===== src/rtl/ysyx_24080006_axi_arbiter_if.sv =====
// ---------------------------------------------------------------------------
// ysyx_24080006_axi
//   Reduced AXI4 bundle shared by the core units, the arbiter and the SoC bus.
//   Widths: 32-bit address/data, 4-bit IDs, single-ID-per-master usage.
//   Modports:
//     master : drives AR/AW/W payload + valids, R/B readies
//     slave  : drives AR/AW/W readies, R/B payload + valids
// ---------------------------------------------------------------------------
interface ysyx_24080006_axi;
  logic        arvalid;
  logic        arready;
  logic [31:0] araddr;
  logic [3:0]  arid;
  logic [7:0]  arlen;
  logic [2:0]  arsize;
  logic [1:0]  arburst;

  logic        rvalid;
  logic        rready;
  logic [31:0] rdata;
  logic [1:0]  rresp;
  logic        rlast;
  logic [3:0]  rid;

  logic        awvalid;
  logic        awready;
  logic [31:0] awaddr;
  logic [3:0]  awid;
  logic [7:0]  awlen;
  logic [2:0]  awsize;
  logic [1:0]  awburst;

  logic        wvalid;
  logic        wready;
  logic [31:0] wdata;
  logic [3:0]  wstrb;
  logic        wlast;

  logic        bvalid;
  logic        bready;
  logic [1:0]  bresp;
  logic [3:0]  bid;

  modport master (
    output arvalid, araddr, arid, arlen, arsize, arburst,
    input  arready,
    input  rvalid, rdata, rresp, rlast, rid,
    output rready,
    output awvalid, awaddr, awid, awlen, awsize, awburst,
    input  awready,
    output wvalid, wdata, wstrb, wlast,
    input  wready,
    input  bvalid, bresp, bid,
    output bready
  );

  modport slave (
    input  arvalid, araddr, arid, arlen, arsize, arburst,
    output arready,
    output rvalid, rdata, rresp, rlast, rid,
    input  rready,
    input  awvalid, awaddr, awid, awlen, awsize, awburst,
    output awready,
    input  wvalid, wdata, wstrb, wlast,
    output wready,
    output bvalid, bresp, bid,
    input  bready
  );
endinterface


===== src/rtl/ysyx_24080006_axi_arbiter.sv =====
// ---------------------------------------------------------------------------
// ysyx_24080006_axi_arbiter
//   Shares one downstream AXI4 master port between the IFU (read only) and
//   the LSU (read/write). One transaction in flight at a time; once a grant
//   is registered all channels of the winner are routed combinationally.
//
//   Ports:
//     clock    : the one clock
//     reset    : asynchronous, active-low
//     axi_ifu  : IFU upstream (AR/R used)
//     axi_lsu  : LSU upstream (AR/R/AW/W/B)
//     axi_mem  : shared downstream port
//     busy     : high whenever a transaction is granted
//     grant    : one-hot {lsu, ifu}, zero when idle
//
//   Configuration macro: ARB_ROUND_ROBIN_EN
//     defined   : simultaneous reads go to the master not served last
//     undefined : simultaneous reads go to FIXED_WINNER (1 = LSU, 0 = IFU)
// ---------------------------------------------------------------------------
module ysyx_24080006_axi_arbiter #(
  parameter logic       FIXED_WINNER = 1'b1,
  parameter logic [3:0] IFU_ARID     = 4'h1,
  parameter logic [3:0] LSU_XID      = 4'h0
) (
  input  logic             clock,
  input  logic             reset,
  ysyx_24080006_axi.slave  axi_ifu,
  ysyx_24080006_axi.slave  axi_lsu,
  ysyx_24080006_axi.master axi_mem,
  output logic             busy,
  output logic [1:0]       grant
);

  typedef enum logic [1:0] {
    S_IDLE   = 2'd0,
    S_IFU_RD = 2'd1,
    S_LSU_RD = 2'd2,
    S_LSU_WR = 2'd3
  } state_t;

  state_t     r_state;
  logic       r_rrLast;   // 0 = IFU served last, 1 = LSU served last
  logic       r_arDone;
  logic       r_awDone;
  logic       r_wDone;
  logic       r_busy;
  logic [1:0] r_grant;

  logic       w_ifuRd;
  logic       w_lsuRd;
  logic       w_lsuWr;
  logic       w_anyRd;
  logic [3:0] w_expRid;
  logic       w_ridOk;
  logic       w_bidOk;
  logic       w_bOpen;
  logic       w_rDone;
  logic       w_pickLsu;
  logic       w_unused;

  assign w_ifuRd  = (r_state == S_IFU_RD);
  assign w_lsuRd  = (r_state == S_LSU_RD);
  assign w_lsuWr  = (r_state == S_LSU_WR);
  assign w_anyRd  = w_ifuRd | w_lsuRd;
  assign w_expRid = w_ifuRd ? IFU_ARID : LSU_XID;
  // Responses carrying a foreign ID are neither forwarded nor accepted.
  assign w_ridOk  = (axi_mem.rid == w_expRid);
  assign w_bidOk  = (axi_mem.bid == LSU_XID);

`ifdef ARB_ROUND_ROBIN_EN
  assign w_pickLsu = ~r_rrLast;
`else
  assign w_pickLsu = FIXED_WINNER;
`endif

  // AR: a per-transaction done flag stops a still-high upstream arvalid from
  // issuing a second request while we wait for R.
  assign axi_mem.arvalid = ~r_arDone & ((w_ifuRd & axi_ifu.arvalid) | (w_lsuRd & axi_lsu.arvalid));
  assign axi_mem.araddr  = w_ifuRd ? axi_ifu.araddr  : axi_lsu.araddr;
  assign axi_mem.arlen   = w_ifuRd ? axi_ifu.arlen   : axi_lsu.arlen;
  assign axi_mem.arsize  = w_ifuRd ? axi_ifu.arsize  : axi_lsu.arsize;
  assign axi_mem.arburst = w_ifuRd ? axi_ifu.arburst : axi_lsu.arburst;
  assign axi_mem.arid    = w_ifuRd ? IFU_ARID : LSU_XID;
  assign axi_ifu.arready = w_ifuRd & ~r_arDone & axi_mem.arready;
  assign axi_lsu.arready = w_lsuRd & ~r_arDone & axi_mem.arready;

  // R
  assign axi_mem.rready = w_ridOk & ((w_ifuRd & axi_ifu.rready) | (w_lsuRd & axi_lsu.rready));
  assign axi_ifu.rvalid = w_ifuRd & w_ridOk & axi_mem.rvalid;
  assign axi_lsu.rvalid = w_lsuRd & w_ridOk & axi_mem.rvalid;
  assign axi_ifu.rdata  = w_ifuRd ? axi_mem.rdata : 32'd0;
  assign axi_lsu.rdata  = w_lsuRd ? axi_mem.rdata : 32'd0;
  assign axi_ifu.rresp  = w_ifuRd ? axi_mem.rresp : 2'd0;
  assign axi_lsu.rresp  = w_lsuRd ? axi_mem.rresp : 2'd0;
  assign axi_ifu.rlast  = w_ifuRd & axi_mem.rlast;
  assign axi_lsu.rlast  = w_lsuRd & axi_mem.rlast;
  assign axi_ifu.rid    = w_ifuRd ? axi_mem.rid : 4'd0;
  assign axi_lsu.rid    = w_lsuRd ? axi_mem.rid : 4'd0;
  assign w_rDone        = w_anyRd & axi_mem.rvalid & axi_mem.rready & axi_mem.rlast;

  // AW / W run independently; each closes after its own handshake.
  assign axi_mem.awvalid = w_lsuWr & ~r_awDone & axi_lsu.awvalid;
  assign axi_mem.awaddr  = axi_lsu.awaddr;
  assign axi_mem.awlen   = axi_lsu.awlen;
  assign axi_mem.awsize  = axi_lsu.awsize;
  assign axi_mem.awburst = axi_lsu.awburst;
  assign axi_mem.awid    = LSU_XID;
  assign axi_lsu.awready = w_lsuWr & ~r_awDone & axi_mem.awready;

  assign axi_mem.wvalid  = w_lsuWr & ~r_wDone & axi_lsu.wvalid;
  assign axi_mem.wdata   = axi_lsu.wdata;
  assign axi_mem.wstrb   = axi_lsu.wstrb;
  assign axi_mem.wlast   = axi_lsu.wlast;
  assign axi_lsu.wready  = w_lsuWr & ~r_wDone & axi_mem.wready;

  // B opens only once both AW and W have been accepted.
  assign w_bOpen         = w_lsuWr & r_awDone & r_wDone & w_bidOk;
  assign axi_mem.bready  = w_bOpen & axi_lsu.bready;
  assign axi_lsu.bvalid  = w_bOpen & axi_mem.bvalid;
  assign axi_lsu.bresp   = w_lsuWr ? axi_mem.bresp : 2'd0;
  assign axi_lsu.bid     = w_lsuWr ? axi_mem.bid : 4'd0;

  // The IFU has no write side.
  assign axi_ifu.awready = 1'b0;
  assign axi_ifu.wready  = 1'b0;
  assign axi_ifu.bvalid  = 1'b0;
  assign axi_ifu.bresp   = 2'd0;
  assign axi_ifu.bid     = 4'd0;

  assign busy  = r_busy;
  assign grant = r_grant;

  assign w_unused = ^{axi_ifu.awvalid, axi_ifu.awaddr, axi_ifu.awid, axi_ifu.awlen,
                      axi_ifu.awsize, axi_ifu.awburst, axi_ifu.wvalid, axi_ifu.wdata,
                      axi_ifu.wstrb, axi_ifu.wlast, axi_ifu.bready, axi_ifu.arid,
                      axi_lsu.arid, axi_lsu.awid, r_rrLast};

  // Arbitration happens only in IDLE; writes win over reads, read ties go to
  // the tie-break. busy/grant are registered alongside the state.
  always_ff @(posedge clock or negedge reset) begin
    if (!reset) begin
      r_state  <= S_IDLE;
      r_rrLast <= 1'b0;
      r_arDone <= 1'b0;
      r_awDone <= 1'b0;
      r_wDone  <= 1'b0;
      r_busy   <= 1'b0;
      r_grant  <= 2'b00;
    end else begin
      case (r_state)
        S_IDLE: begin
          if (axi_lsu.awvalid | axi_lsu.wvalid) begin
            r_state <= S_LSU_WR;
            r_busy  <= 1'b1;
            r_grant <= 2'b10;
          end else if (axi_lsu.arvalid & (~axi_ifu.arvalid | w_pickLsu)) begin
            r_state <= S_LSU_RD;
            r_busy  <= 1'b1;
            r_grant <= 2'b10;
          end else if (axi_ifu.arvalid) begin
            r_state <= S_IFU_RD;
            r_busy  <= 1'b1;
            r_grant <= 2'b01;
          end
        end
        S_IFU_RD, S_LSU_RD: begin
          if (axi_mem.arvalid & axi_mem.arready) r_arDone <= 1'b1;
          if (w_rDone) begin
            r_state  <= S_IDLE;
            r_rrLast <= w_lsuRd;
            r_arDone <= 1'b0;
            r_busy   <= 1'b0;
            r_grant  <= 2'b00;
          end
        end
        S_LSU_WR: begin
          if (axi_mem.awvalid & axi_mem.awready) r_awDone <= 1'b1;
          if (axi_mem.wvalid & axi_mem.wready & axi_mem.wlast) r_wDone <= 1'b1;
          if (axi_mem.bvalid & axi_mem.bready) begin
            r_state  <= S_IDLE;
            r_awDone <= 1'b0;
            r_wDone  <= 1'b0;
            r_busy   <= 1'b0;
            r_grant  <= 2'b00;
          end
        end
        default: r_state <= S_IDLE;
      endcase
    end
  end

endmodule


===== src/flat_wrapper.sv =====
// flat-port wrapper written by rule: the top's interface ports become plain ports
module ysyx_24080006_axi_arbiter_flat 
#(
  parameter logic       FIXED_WINNER = 1'b1,
  parameter logic [3:0] IFU_ARID     = 4'h1,
  parameter logic [3:0] LSU_XID      = 4'h0
)
  (clock, reset, busy, grant, axi_ifu_arvalid, axi_ifu_araddr, axi_ifu_arid, axi_ifu_arlen, axi_ifu_arsize, axi_ifu_arburst, axi_ifu_arready, axi_ifu_rvalid, axi_ifu_rdata, axi_ifu_rresp, axi_ifu_rlast, axi_ifu_rid, axi_ifu_rready, axi_ifu_awvalid, axi_ifu_awaddr, axi_ifu_awid, axi_ifu_awlen, axi_ifu_awsize, axi_ifu_awburst, axi_ifu_awready, axi_ifu_wvalid, axi_ifu_wdata, axi_ifu_wstrb, axi_ifu_wlast, axi_ifu_wready, axi_ifu_bvalid, axi_ifu_bresp, axi_ifu_bid, axi_ifu_bready, axi_lsu_arvalid, axi_lsu_araddr, axi_lsu_arid, axi_lsu_arlen, axi_lsu_arsize, axi_lsu_arburst, axi_lsu_arready, axi_lsu_rvalid, axi_lsu_rdata, axi_lsu_rresp, axi_lsu_rlast, axi_lsu_rid, axi_lsu_rready, axi_lsu_awvalid, axi_lsu_awaddr, axi_lsu_awid, axi_lsu_awlen, axi_lsu_awsize, axi_lsu_awburst, axi_lsu_awready, axi_lsu_wvalid, axi_lsu_wdata, axi_lsu_wstrb, axi_lsu_wlast, axi_lsu_wready, axi_lsu_bvalid, axi_lsu_bresp, axi_lsu_bid, axi_lsu_bready, axi_mem_arvalid, axi_mem_araddr, axi_mem_arid, axi_mem_arlen, axi_mem_arsize, axi_mem_arburst, axi_mem_arready, axi_mem_rvalid, axi_mem_rdata, axi_mem_rresp, axi_mem_rlast, axi_mem_rid, axi_mem_rready, axi_mem_awvalid, axi_mem_awaddr, axi_mem_awid, axi_mem_awlen, axi_mem_awsize, axi_mem_awburst, axi_mem_awready, axi_mem_wvalid, axi_mem_wdata, axi_mem_wstrb, axi_mem_wlast, axi_mem_wready, axi_mem_bvalid, axi_mem_bresp, axi_mem_bid, axi_mem_bready);
  ysyx_24080006_axi axi_ifu_i ();
  ysyx_24080006_axi axi_lsu_i ();
  ysyx_24080006_axi axi_mem_i ();
  input  logic clock;
  input  logic reset;
  output logic busy;
  output logic [1:0] grant;
  input wire logic [$bits(axi_ifu_i.arvalid)-1:0] axi_ifu_arvalid;
  input wire logic [$bits(axi_ifu_i.araddr)-1:0] axi_ifu_araddr;
  input wire logic [$bits(axi_ifu_i.arid)-1:0] axi_ifu_arid;
  input wire logic [$bits(axi_ifu_i.arlen)-1:0] axi_ifu_arlen;
  input wire logic [$bits(axi_ifu_i.arsize)-1:0] axi_ifu_arsize;
  input wire logic [$bits(axi_ifu_i.arburst)-1:0] axi_ifu_arburst;
  output wire logic [$bits(axi_ifu_i.arready)-1:0] axi_ifu_arready;
  output wire logic [$bits(axi_ifu_i.rvalid)-1:0] axi_ifu_rvalid;
  output wire logic [$bits(axi_ifu_i.rdata)-1:0] axi_ifu_rdata;
  output wire logic [$bits(axi_ifu_i.rresp)-1:0] axi_ifu_rresp;
  output wire logic [$bits(axi_ifu_i.rlast)-1:0] axi_ifu_rlast;
  output wire logic [$bits(axi_ifu_i.rid)-1:0] axi_ifu_rid;
  input wire logic [$bits(axi_ifu_i.rready)-1:0] axi_ifu_rready;
  input wire logic [$bits(axi_ifu_i.awvalid)-1:0] axi_ifu_awvalid;
  input wire logic [$bits(axi_ifu_i.awaddr)-1:0] axi_ifu_awaddr;
  input wire logic [$bits(axi_ifu_i.awid)-1:0] axi_ifu_awid;
  input wire logic [$bits(axi_ifu_i.awlen)-1:0] axi_ifu_awlen;
  input wire logic [$bits(axi_ifu_i.awsize)-1:0] axi_ifu_awsize;
  input wire logic [$bits(axi_ifu_i.awburst)-1:0] axi_ifu_awburst;
  output wire logic [$bits(axi_ifu_i.awready)-1:0] axi_ifu_awready;
  input wire logic [$bits(axi_ifu_i.wvalid)-1:0] axi_ifu_wvalid;
  input wire logic [$bits(axi_ifu_i.wdata)-1:0] axi_ifu_wdata;
  input wire logic [$bits(axi_ifu_i.wstrb)-1:0] axi_ifu_wstrb;
  input wire logic [$bits(axi_ifu_i.wlast)-1:0] axi_ifu_wlast;
  output wire logic [$bits(axi_ifu_i.wready)-1:0] axi_ifu_wready;
  output wire logic [$bits(axi_ifu_i.bvalid)-1:0] axi_ifu_bvalid;
  output wire logic [$bits(axi_ifu_i.bresp)-1:0] axi_ifu_bresp;
  output wire logic [$bits(axi_ifu_i.bid)-1:0] axi_ifu_bid;
  input wire logic [$bits(axi_ifu_i.bready)-1:0] axi_ifu_bready;
  input wire logic [$bits(axi_lsu_i.arvalid)-1:0] axi_lsu_arvalid;
  input wire logic [$bits(axi_lsu_i.araddr)-1:0] axi_lsu_araddr;
  input wire logic [$bits(axi_lsu_i.arid)-1:0] axi_lsu_arid;
  input wire logic [$bits(axi_lsu_i.arlen)-1:0] axi_lsu_arlen;
  input wire logic [$bits(axi_lsu_i.arsize)-1:0] axi_lsu_arsize;
  input wire logic [$bits(axi_lsu_i.arburst)-1:0] axi_lsu_arburst;
  output wire logic [$bits(axi_lsu_i.arready)-1:0] axi_lsu_arready;
  output wire logic [$bits(axi_lsu_i.rvalid)-1:0] axi_lsu_rvalid;
  output wire logic [$bits(axi_lsu_i.rdata)-1:0] axi_lsu_rdata;
  output wire logic [$bits(axi_lsu_i.rresp)-1:0] axi_lsu_rresp;
  output wire logic [$bits(axi_lsu_i.rlast)-1:0] axi_lsu_rlast;
  output wire logic [$bits(axi_lsu_i.rid)-1:0] axi_lsu_rid;
  input wire logic [$bits(axi_lsu_i.rready)-1:0] axi_lsu_rready;
  input wire logic [$bits(axi_lsu_i.awvalid)-1:0] axi_lsu_awvalid;
  input wire logic [$bits(axi_lsu_i.awaddr)-1:0] axi_lsu_awaddr;
  input wire logic [$bits(axi_lsu_i.awid)-1:0] axi_lsu_awid;
  input wire logic [$bits(axi_lsu_i.awlen)-1:0] axi_lsu_awlen;
  input wire logic [$bits(axi_lsu_i.awsize)-1:0] axi_lsu_awsize;
  input wire logic [$bits(axi_lsu_i.awburst)-1:0] axi_lsu_awburst;
  output wire logic [$bits(axi_lsu_i.awready)-1:0] axi_lsu_awready;
  input wire logic [$bits(axi_lsu_i.wvalid)-1:0] axi_lsu_wvalid;
  input wire logic [$bits(axi_lsu_i.wdata)-1:0] axi_lsu_wdata;
  input wire logic [$bits(axi_lsu_i.wstrb)-1:0] axi_lsu_wstrb;
  input wire logic [$bits(axi_lsu_i.wlast)-1:0] axi_lsu_wlast;
  output wire logic [$bits(axi_lsu_i.wready)-1:0] axi_lsu_wready;
  output wire logic [$bits(axi_lsu_i.bvalid)-1:0] axi_lsu_bvalid;
  output wire logic [$bits(axi_lsu_i.bresp)-1:0] axi_lsu_bresp;
  output wire logic [$bits(axi_lsu_i.bid)-1:0] axi_lsu_bid;
  input wire logic [$bits(axi_lsu_i.bready)-1:0] axi_lsu_bready;
  output wire logic [$bits(axi_mem_i.arvalid)-1:0] axi_mem_arvalid;
  output wire logic [$bits(axi_mem_i.araddr)-1:0] axi_mem_araddr;
  output wire logic [$bits(axi_mem_i.arid)-1:0] axi_mem_arid;
  output wire logic [$bits(axi_mem_i.arlen)-1:0] axi_mem_arlen;
  output wire logic [$bits(axi_mem_i.arsize)-1:0] axi_mem_arsize;
  output wire logic [$bits(axi_mem_i.arburst)-1:0] axi_mem_arburst;
  input wire logic [$bits(axi_mem_i.arready)-1:0] axi_mem_arready;
  input wire logic [$bits(axi_mem_i.rvalid)-1:0] axi_mem_rvalid;
  input wire logic [$bits(axi_mem_i.rdata)-1:0] axi_mem_rdata;
  input wire logic [$bits(axi_mem_i.rresp)-1:0] axi_mem_rresp;
  input wire logic [$bits(axi_mem_i.rlast)-1:0] axi_mem_rlast;
  input wire logic [$bits(axi_mem_i.rid)-1:0] axi_mem_rid;
  output wire logic [$bits(axi_mem_i.rready)-1:0] axi_mem_rready;
  output wire logic [$bits(axi_mem_i.awvalid)-1:0] axi_mem_awvalid;
  output wire logic [$bits(axi_mem_i.awaddr)-1:0] axi_mem_awaddr;
  output wire logic [$bits(axi_mem_i.awid)-1:0] axi_mem_awid;
  output wire logic [$bits(axi_mem_i.awlen)-1:0] axi_mem_awlen;
  output wire logic [$bits(axi_mem_i.awsize)-1:0] axi_mem_awsize;
  output wire logic [$bits(axi_mem_i.awburst)-1:0] axi_mem_awburst;
  input wire logic [$bits(axi_mem_i.awready)-1:0] axi_mem_awready;
  output wire logic [$bits(axi_mem_i.wvalid)-1:0] axi_mem_wvalid;
  output wire logic [$bits(axi_mem_i.wdata)-1:0] axi_mem_wdata;
  output wire logic [$bits(axi_mem_i.wstrb)-1:0] axi_mem_wstrb;
  output wire logic [$bits(axi_mem_i.wlast)-1:0] axi_mem_wlast;
  input wire logic [$bits(axi_mem_i.wready)-1:0] axi_mem_wready;
  input wire logic [$bits(axi_mem_i.bvalid)-1:0] axi_mem_bvalid;
  input wire logic [$bits(axi_mem_i.bresp)-1:0] axi_mem_bresp;
  input wire logic [$bits(axi_mem_i.bid)-1:0] axi_mem_bid;
  output wire logic [$bits(axi_mem_i.bready)-1:0] axi_mem_bready;
  assign axi_ifu_i.arvalid = axi_ifu_arvalid;
  assign axi_ifu_i.araddr = axi_ifu_araddr;
  assign axi_ifu_i.arid = axi_ifu_arid;
  assign axi_ifu_i.arlen = axi_ifu_arlen;
  assign axi_ifu_i.arsize = axi_ifu_arsize;
  assign axi_ifu_i.arburst = axi_ifu_arburst;
  assign axi_ifu_arready = axi_ifu_i.arready;
  assign axi_ifu_rvalid = axi_ifu_i.rvalid;
  assign axi_ifu_rdata = axi_ifu_i.rdata;
  assign axi_ifu_rresp = axi_ifu_i.rresp;
  assign axi_ifu_rlast = axi_ifu_i.rlast;
  assign axi_ifu_rid = axi_ifu_i.rid;
  assign axi_ifu_i.rready = axi_ifu_rready;
  assign axi_ifu_i.awvalid = axi_ifu_awvalid;
  assign axi_ifu_i.awaddr = axi_ifu_awaddr;
  assign axi_ifu_i.awid = axi_ifu_awid;
  assign axi_ifu_i.awlen = axi_ifu_awlen;
  assign axi_ifu_i.awsize = axi_ifu_awsize;
  assign axi_ifu_i.awburst = axi_ifu_awburst;
  assign axi_ifu_awready = axi_ifu_i.awready;
  assign axi_ifu_i.wvalid = axi_ifu_wvalid;
  assign axi_ifu_i.wdata = axi_ifu_wdata;
  assign axi_ifu_i.wstrb = axi_ifu_wstrb;
  assign axi_ifu_i.wlast = axi_ifu_wlast;
  assign axi_ifu_wready = axi_ifu_i.wready;
  assign axi_ifu_bvalid = axi_ifu_i.bvalid;
  assign axi_ifu_bresp = axi_ifu_i.bresp;
  assign axi_ifu_bid = axi_ifu_i.bid;
  assign axi_ifu_i.bready = axi_ifu_bready;
  assign axi_lsu_i.arvalid = axi_lsu_arvalid;
  assign axi_lsu_i.araddr = axi_lsu_araddr;
  assign axi_lsu_i.arid = axi_lsu_arid;
  assign axi_lsu_i.arlen = axi_lsu_arlen;
  assign axi_lsu_i.arsize = axi_lsu_arsize;
  assign axi_lsu_i.arburst = axi_lsu_arburst;
  assign axi_lsu_arready = axi_lsu_i.arready;
  assign axi_lsu_rvalid = axi_lsu_i.rvalid;
  assign axi_lsu_rdata = axi_lsu_i.rdata;
  assign axi_lsu_rresp = axi_lsu_i.rresp;
  assign axi_lsu_rlast = axi_lsu_i.rlast;
  assign axi_lsu_rid = axi_lsu_i.rid;
  assign axi_lsu_i.rready = axi_lsu_rready;
  assign axi_lsu_i.awvalid = axi_lsu_awvalid;
  assign axi_lsu_i.awaddr = axi_lsu_awaddr;
  assign axi_lsu_i.awid = axi_lsu_awid;
  assign axi_lsu_i.awlen = axi_lsu_awlen;
  assign axi_lsu_i.awsize = axi_lsu_awsize;
  assign axi_lsu_i.awburst = axi_lsu_awburst;
  assign axi_lsu_awready = axi_lsu_i.awready;
  assign axi_lsu_i.wvalid = axi_lsu_wvalid;
  assign axi_lsu_i.wdata = axi_lsu_wdata;
  assign axi_lsu_i.wstrb = axi_lsu_wstrb;
  assign axi_lsu_i.wlast = axi_lsu_wlast;
  assign axi_lsu_wready = axi_lsu_i.wready;
  assign axi_lsu_bvalid = axi_lsu_i.bvalid;
  assign axi_lsu_bresp = axi_lsu_i.bresp;
  assign axi_lsu_bid = axi_lsu_i.bid;
  assign axi_lsu_i.bready = axi_lsu_bready;
  assign axi_mem_arvalid = axi_mem_i.arvalid;
  assign axi_mem_araddr = axi_mem_i.araddr;
  assign axi_mem_arid = axi_mem_i.arid;
  assign axi_mem_arlen = axi_mem_i.arlen;
  assign axi_mem_arsize = axi_mem_i.arsize;
  assign axi_mem_arburst = axi_mem_i.arburst;
  assign axi_mem_i.arready = axi_mem_arready;
  assign axi_mem_i.rvalid = axi_mem_rvalid;
  assign axi_mem_i.rdata = axi_mem_rdata;
  assign axi_mem_i.rresp = axi_mem_rresp;
  assign axi_mem_i.rlast = axi_mem_rlast;
  assign axi_mem_i.rid = axi_mem_rid;
  assign axi_mem_rready = axi_mem_i.rready;
  assign axi_mem_awvalid = axi_mem_i.awvalid;
  assign axi_mem_awaddr = axi_mem_i.awaddr;
  assign axi_mem_awid = axi_mem_i.awid;
  assign axi_mem_awlen = axi_mem_i.awlen;
  assign axi_mem_awsize = axi_mem_i.awsize;
  assign axi_mem_awburst = axi_mem_i.awburst;
  assign axi_mem_i.awready = axi_mem_awready;
  assign axi_mem_wvalid = axi_mem_i.wvalid;
  assign axi_mem_wdata = axi_mem_i.wdata;
  assign axi_mem_wstrb = axi_mem_i.wstrb;
  assign axi_mem_wlast = axi_mem_i.wlast;
  assign axi_mem_i.wready = axi_mem_wready;
  assign axi_mem_i.bvalid = axi_mem_bvalid;
  assign axi_mem_i.bresp = axi_mem_bresp;
  assign axi_mem_i.bid = axi_mem_bid;
  assign axi_mem_bready = axi_mem_i.bready;
  ysyx_24080006_axi_arbiter #(.FIXED_WINNER(FIXED_WINNER), .IFU_ARID(IFU_ARID), .LSU_XID(LSU_XID)) u_core (.clock(clock), .reset(reset), .axi_ifu(axi_ifu_i), .axi_lsu(axi_lsu_i), .axi_mem(axi_mem_i), .busy(busy), .grant(grant));
endmodule

===== config.mk =====
export PLATFORM = sky130hd
export DESIGN_NAME = ysyx_24080006_axi_arbiter_flat
export DESIGN_NICKNAME = d
export VERILOG_FILES = /design/src/rtl/ysyx_24080006_axi_arbiter_if.sv /design/src/rtl/ysyx_24080006_axi_arbiter.sv /design/src/flat_wrapper.sv
export SDC_FILE = /design/constraint.sdc
export NUM_CORES = 1
export LEC_CHECK = 0
export ABC_AREA = 1
export CORE_AREA = 2 2 227 229
export DETAILED_ROUTE_END_ITERATION = 12
export DIE_AREA = 0 0 229 231
export PLACE_DENSITY = 0.31
export RECOVER_POWER = 100
export SETUP_SLACK_MARGIN = 0.5
export SLEW_MARGIN = 15
export SYNTH_ARGS = -nofsm -noshare
export SYNTH_HDL_FRONTEND = slang
export SYNTH_SLANG_ARGS = --single-unit

===== constraint.sdc =====
create_clock -name clock -period 1.7 [get_ports clock]
set_input_delay 0.34 -clock clock [delete_from_list [all_inputs] [get_ports clock]]
set_output_delay 0.34 -clock clock [all_outputs]
set_load 0.01 [all_outputs]

; ---- Word-level counts from Yosys, hierarchy flattened
; Cells that the tools add are included.
[word_totals]
out_inout_bits = 243
reg_bits = 8
[op_classes]
n_reduce_logical = 10
bitwise = 42
n_eq_ne = 7
muxes = 33
[op_table]
columns = cell, n
row1 = 32-bit 2-to-1 mux, 3
row2 = 1-bit AND, 35
row3 = 2-bit 2-to-1 mux, 10
row4 = 1-bit 2-to-1 mux, 12
row5 = 4-bit 2-to-1 mux, 3
row6 = 2-bit one-hot mux with 3 select lines, 2
row7 = 8-bit 2-to-1 mux, 1
row8 = 2-bit AND reduction, 3
row9 = 2-bit nonzero test, 3
row10 = 2-bit == test (second input constant), 2
row11 = 4-bit == test, 1
row12 = 4-bit logical NOT, 1
row13 = 4-bit by 3-bit inequality test with 1-bit output (second input constant), 1
row14 = 1-bit OR, 4
row15 = 3-bit 2-to-1 mux, 1
row16 = 1-bit NOT, 3
row17 = 1-bit one-hot mux with 3 select lines, 1
row18 = 3-bit AND reduction, 1
row19 = 2-bit by 1-bit == test with 1-bit output (second input constant), 1
row20 = 2-bit logical NOT, 1
row21 = 2-bit by 1-bit inequality test with 1-bit output (second input constant), 1
row22 = 2-bit inequality test (second input constant), 1
row23 = 2-bit OR reduction, 1

; ---- Depth between registers and ports, before layout
[logic_depth]
depth_word = 8
mapped_depth = 11
depth_no_buf = 11

; ---- Worst setup path before layout
; OpenSTA, ideal clock, no wires.
[synth_timing]
path_type = register -> output
from = register u_core.grant[1] (netlist name)
to = output axi_ifu_rvalid
slack_ps = -155
stages_incl_launch_ff = 9
required_time_ps = 1360
t_arrival_ps = 1515
path_cell_list = dfrtp_1 -> inv_1 -> ha_1 -> ha_1 -> inv_1 -> nand2_1 -> nor2_2 -> inv_1 -> nor3_1
[synth_rtl]
columns = item, line_no
row1 = "end, declared", flat_wrapper.sv:23  ; output wire logic [$bits(axi_ifu_i.rvalid)-1:0] axi_ifu_rvalid;

==> results.cfg <==
[logic_synthesis]
synth.most_common_cell = nand2_1
yosysWarnings = 0
synth_edf_count = 0
netlist_area_um2 = 2590
ys_types = 20
synth_area_leaders = nand2_1, buf_4, inv_1
postSynthCellCount = 516
synth_mux_area_share_pct = 0
synth_top_family_by_area = buffers and inverters
synthAdderAreaFrac_pct = 2.90
synth_compound_area_share_pct = 1.84
synth_top_area_cell = nand2_1
synth.avg_cell_area_um2 = 5.02
synth-async-reset-ratio_pct = 100
yosysSeqAreaShare_pct = 6.76
synth-simple-area-share_pct = 41.0
synth_xor_xnor_area_share_pct = 0
synth-seq-cells = 7
yosys-top-cells-count = nand2_1, inv_1, buf_4, buf_2, nor2_1
ys.flop_type = dfrtp_1
synth_top_area_share_pct = 35.4

[layout]
stdcell_count = 1523
area_delta_synth_final_pct = 232
drive_gt1_share_pct = 65.2
n_fill_cell = 5788
fin_nets = 1182
num_antenna_cells = 0

[die]
row_count = 83
dieArea_um2 = 52900
die_y_um = 231
initial_core_util_pct = 5.11
num_io_pins = 575
core_area_um2 = 50700
fp.dieW_um = 229

[timing]
slew_viol_final = 0
setup_slack_ns = -0.442
fin_crit_ns = 2.14
rsz0062_at_grt = true
final.setup_skew_ns = 0.000844
period_share_pct = 126
tns_ns = -45.44
fmax_mhz = 467
hold_viol = 0
setup_viol = 148

[route]
drt-pass1-iter-count = 6
wirelength_mm = 22.6
viasPerCell = 2.76
drtIter0Drc = 82
wl_per_cell_um = 14.8
via_count = 4196
drc = 0
antenna_left = 0

[critical_path]
cp_slowest_cell = dfrtp_1
end_kind = output pin
cp-start-kind = flop
rrSetupSlack_ns = -0.24
crit_type = reg2out
r2r_start = u_core.r_state[0]$_DFFE_PN0P_
cp_top_family = adder cells
r2r_cells = 13
crit_buf_inv = 5
slowest_delay_ns = 0.38
r2r-end = u_core.grant[1]$_DFFE_PN0P_
crit_arrival_ns = 1.80
worstPathCellList = inv_2 > ha_4 > ha_4 > inv_2 > nand2_2 > nor2_4 > buf_12 > inv_6 > nor3_4 > buf_6
cp_max_fo = 3
cp.required_ns = 1.36

[grt]
grt_antenna_before_repair = 0
grt_overflow = 0
track_usage_pct = 7.81
first_global_vias = 4121
grt_pass1_wl_mm = 29.9
grt_max_degree = 12

[clocking]
htreeDepth = 1
cts.path.max_buffers = 2
cts_buffers = 3
worstSkewPairLatency_ns = 0.23
cts_root_buf = clkbuf_16
clock_sinks = 7
clk_pin_slew_ns = 0.04
cts_tree = built

[pwr]
p_leak_nw = 4.52
p_per_area_nw_per_um2 = 1320
ir_worst_vdd_uv = 373

[status]
status = complete, but fails checks
failed_checks = setup timing

[placed_design]
place_inst = 1429
gp_congestion = 0.760
hpwl_mm = 17.5
port_buffers = 295

[min_path]
min-delay-path-class = in2async

[flow_run]
cap_violations = 0
-- flip-flops by register name (all words and copies together), names as in the netlist --
register	cells
u_core.r_awDone	1
u_core.busy	1
u_core.r_wDone	1
u_core.r_arDone	1
u_core.grant	2
u_core.r_state	1
-- how the worst max path moves through the flow --
stage	startpoint	to	slack [ns]	depth (start not counted)
finish	u_core.grant[1]$_DFFE_PN0P_	axi_ifu_rvalid	-0.44	10
global route	u_core.grant[1]$_DFFE_PN0P_	axi_ifu_rvalid	-0.57	10
CTS	u_core.grant[1]$_DFFE_PN0P_	axi_ifu_rvalid	-0.51	10
detailed placement	axi_mem_rid[0]	axi_ifu_rvalid	-0.97	9
global placement	axi_mem_rid[0]	axi_ifu_rvalid	-0.98	9
floorplan	u_core.grant[1]$_DFFE_PN0P_	axi_ifu_rvalid	0.03	8
-- cell type report --
class | instances | area (um2) | area share, %
well taps | 680 | 851 | 9.89
repair buffers | 428 | 4710 | 54.7
multi-input cells | 302 | 2370 | 27.6
clock buffers | 4 | 78.8 | 0.916
inverters | 102 | 423 | 4.91
flip-flops and latches | 7 | 175 | 2.04
-- cell families (layout without fill, tap and decap cells) --
family,after synthesis,count (layout)
AO/OA/AOI/OAI,8,8
adder cells (fa/ha/maj),6,6
flip-flops,7,7
AND/OR/NAND/NOR,272,272
other,1,16
buffers and inverters,222,534
-- timing repair --
action                     4_1_cts  5_1_grt
setup endpoints to repair      153      151
pin swaps                       34       47
setup buffers                   53       22
gates cloned                    12        3
hold buffers                     0        0
resized for setup              832      306
-- layout by cell type (no fill, tap or decap), types with 7 or more instances in the layout --
cell               n
buf_12            21
buf_16            12
buf_2             38
buf_4             30
buf_6            164
buf_8              8
clkdlybuf4s50_1  145
conb_1            16
dfrtp_1            7
inv_1             36
inv_2             61
nand2_1           68
nand2_2           81
nand2_4           96
-- routing by layer --
metal | up-vias | part of all wire, % | GRT usage (%)
met4 | 2 | 1.4 | 1.12
li1 | 2002 | - | -
met5 | - | 0.46 | 1.38
met1 | 1909 | 39 | 9.26
met3 | 34 | 14 | 4.73
met2 | 249 | 45 | 12.1
-- per-stage QoR --
step	utilization (%)	total power [mW]	setup slack [ns]	cell area, um2	hold WS [ns]
after global routing	17.0	12.2	-0.568	8610	0.501
after floorplan	-	2.97	0.0293	2800	0.0444
after CTS	14.3	9.45	-0.506	7270	0.411
after detailed placement	12.0	6.29	-0.968	6100	0.502
after global placement	12.0	6.33	-0.982	6100	0.514
final	17.0	11.3	-0.442	8610	0.465
-- report_power, final --
part / switching (mW) / internal [mW]
Clock: 0.0892 / 0.312
Sequential: 0.104 / 0.248
Combinational: 4.76 / 5.84
Note: power is estimated with default switching activity, not from simulation.
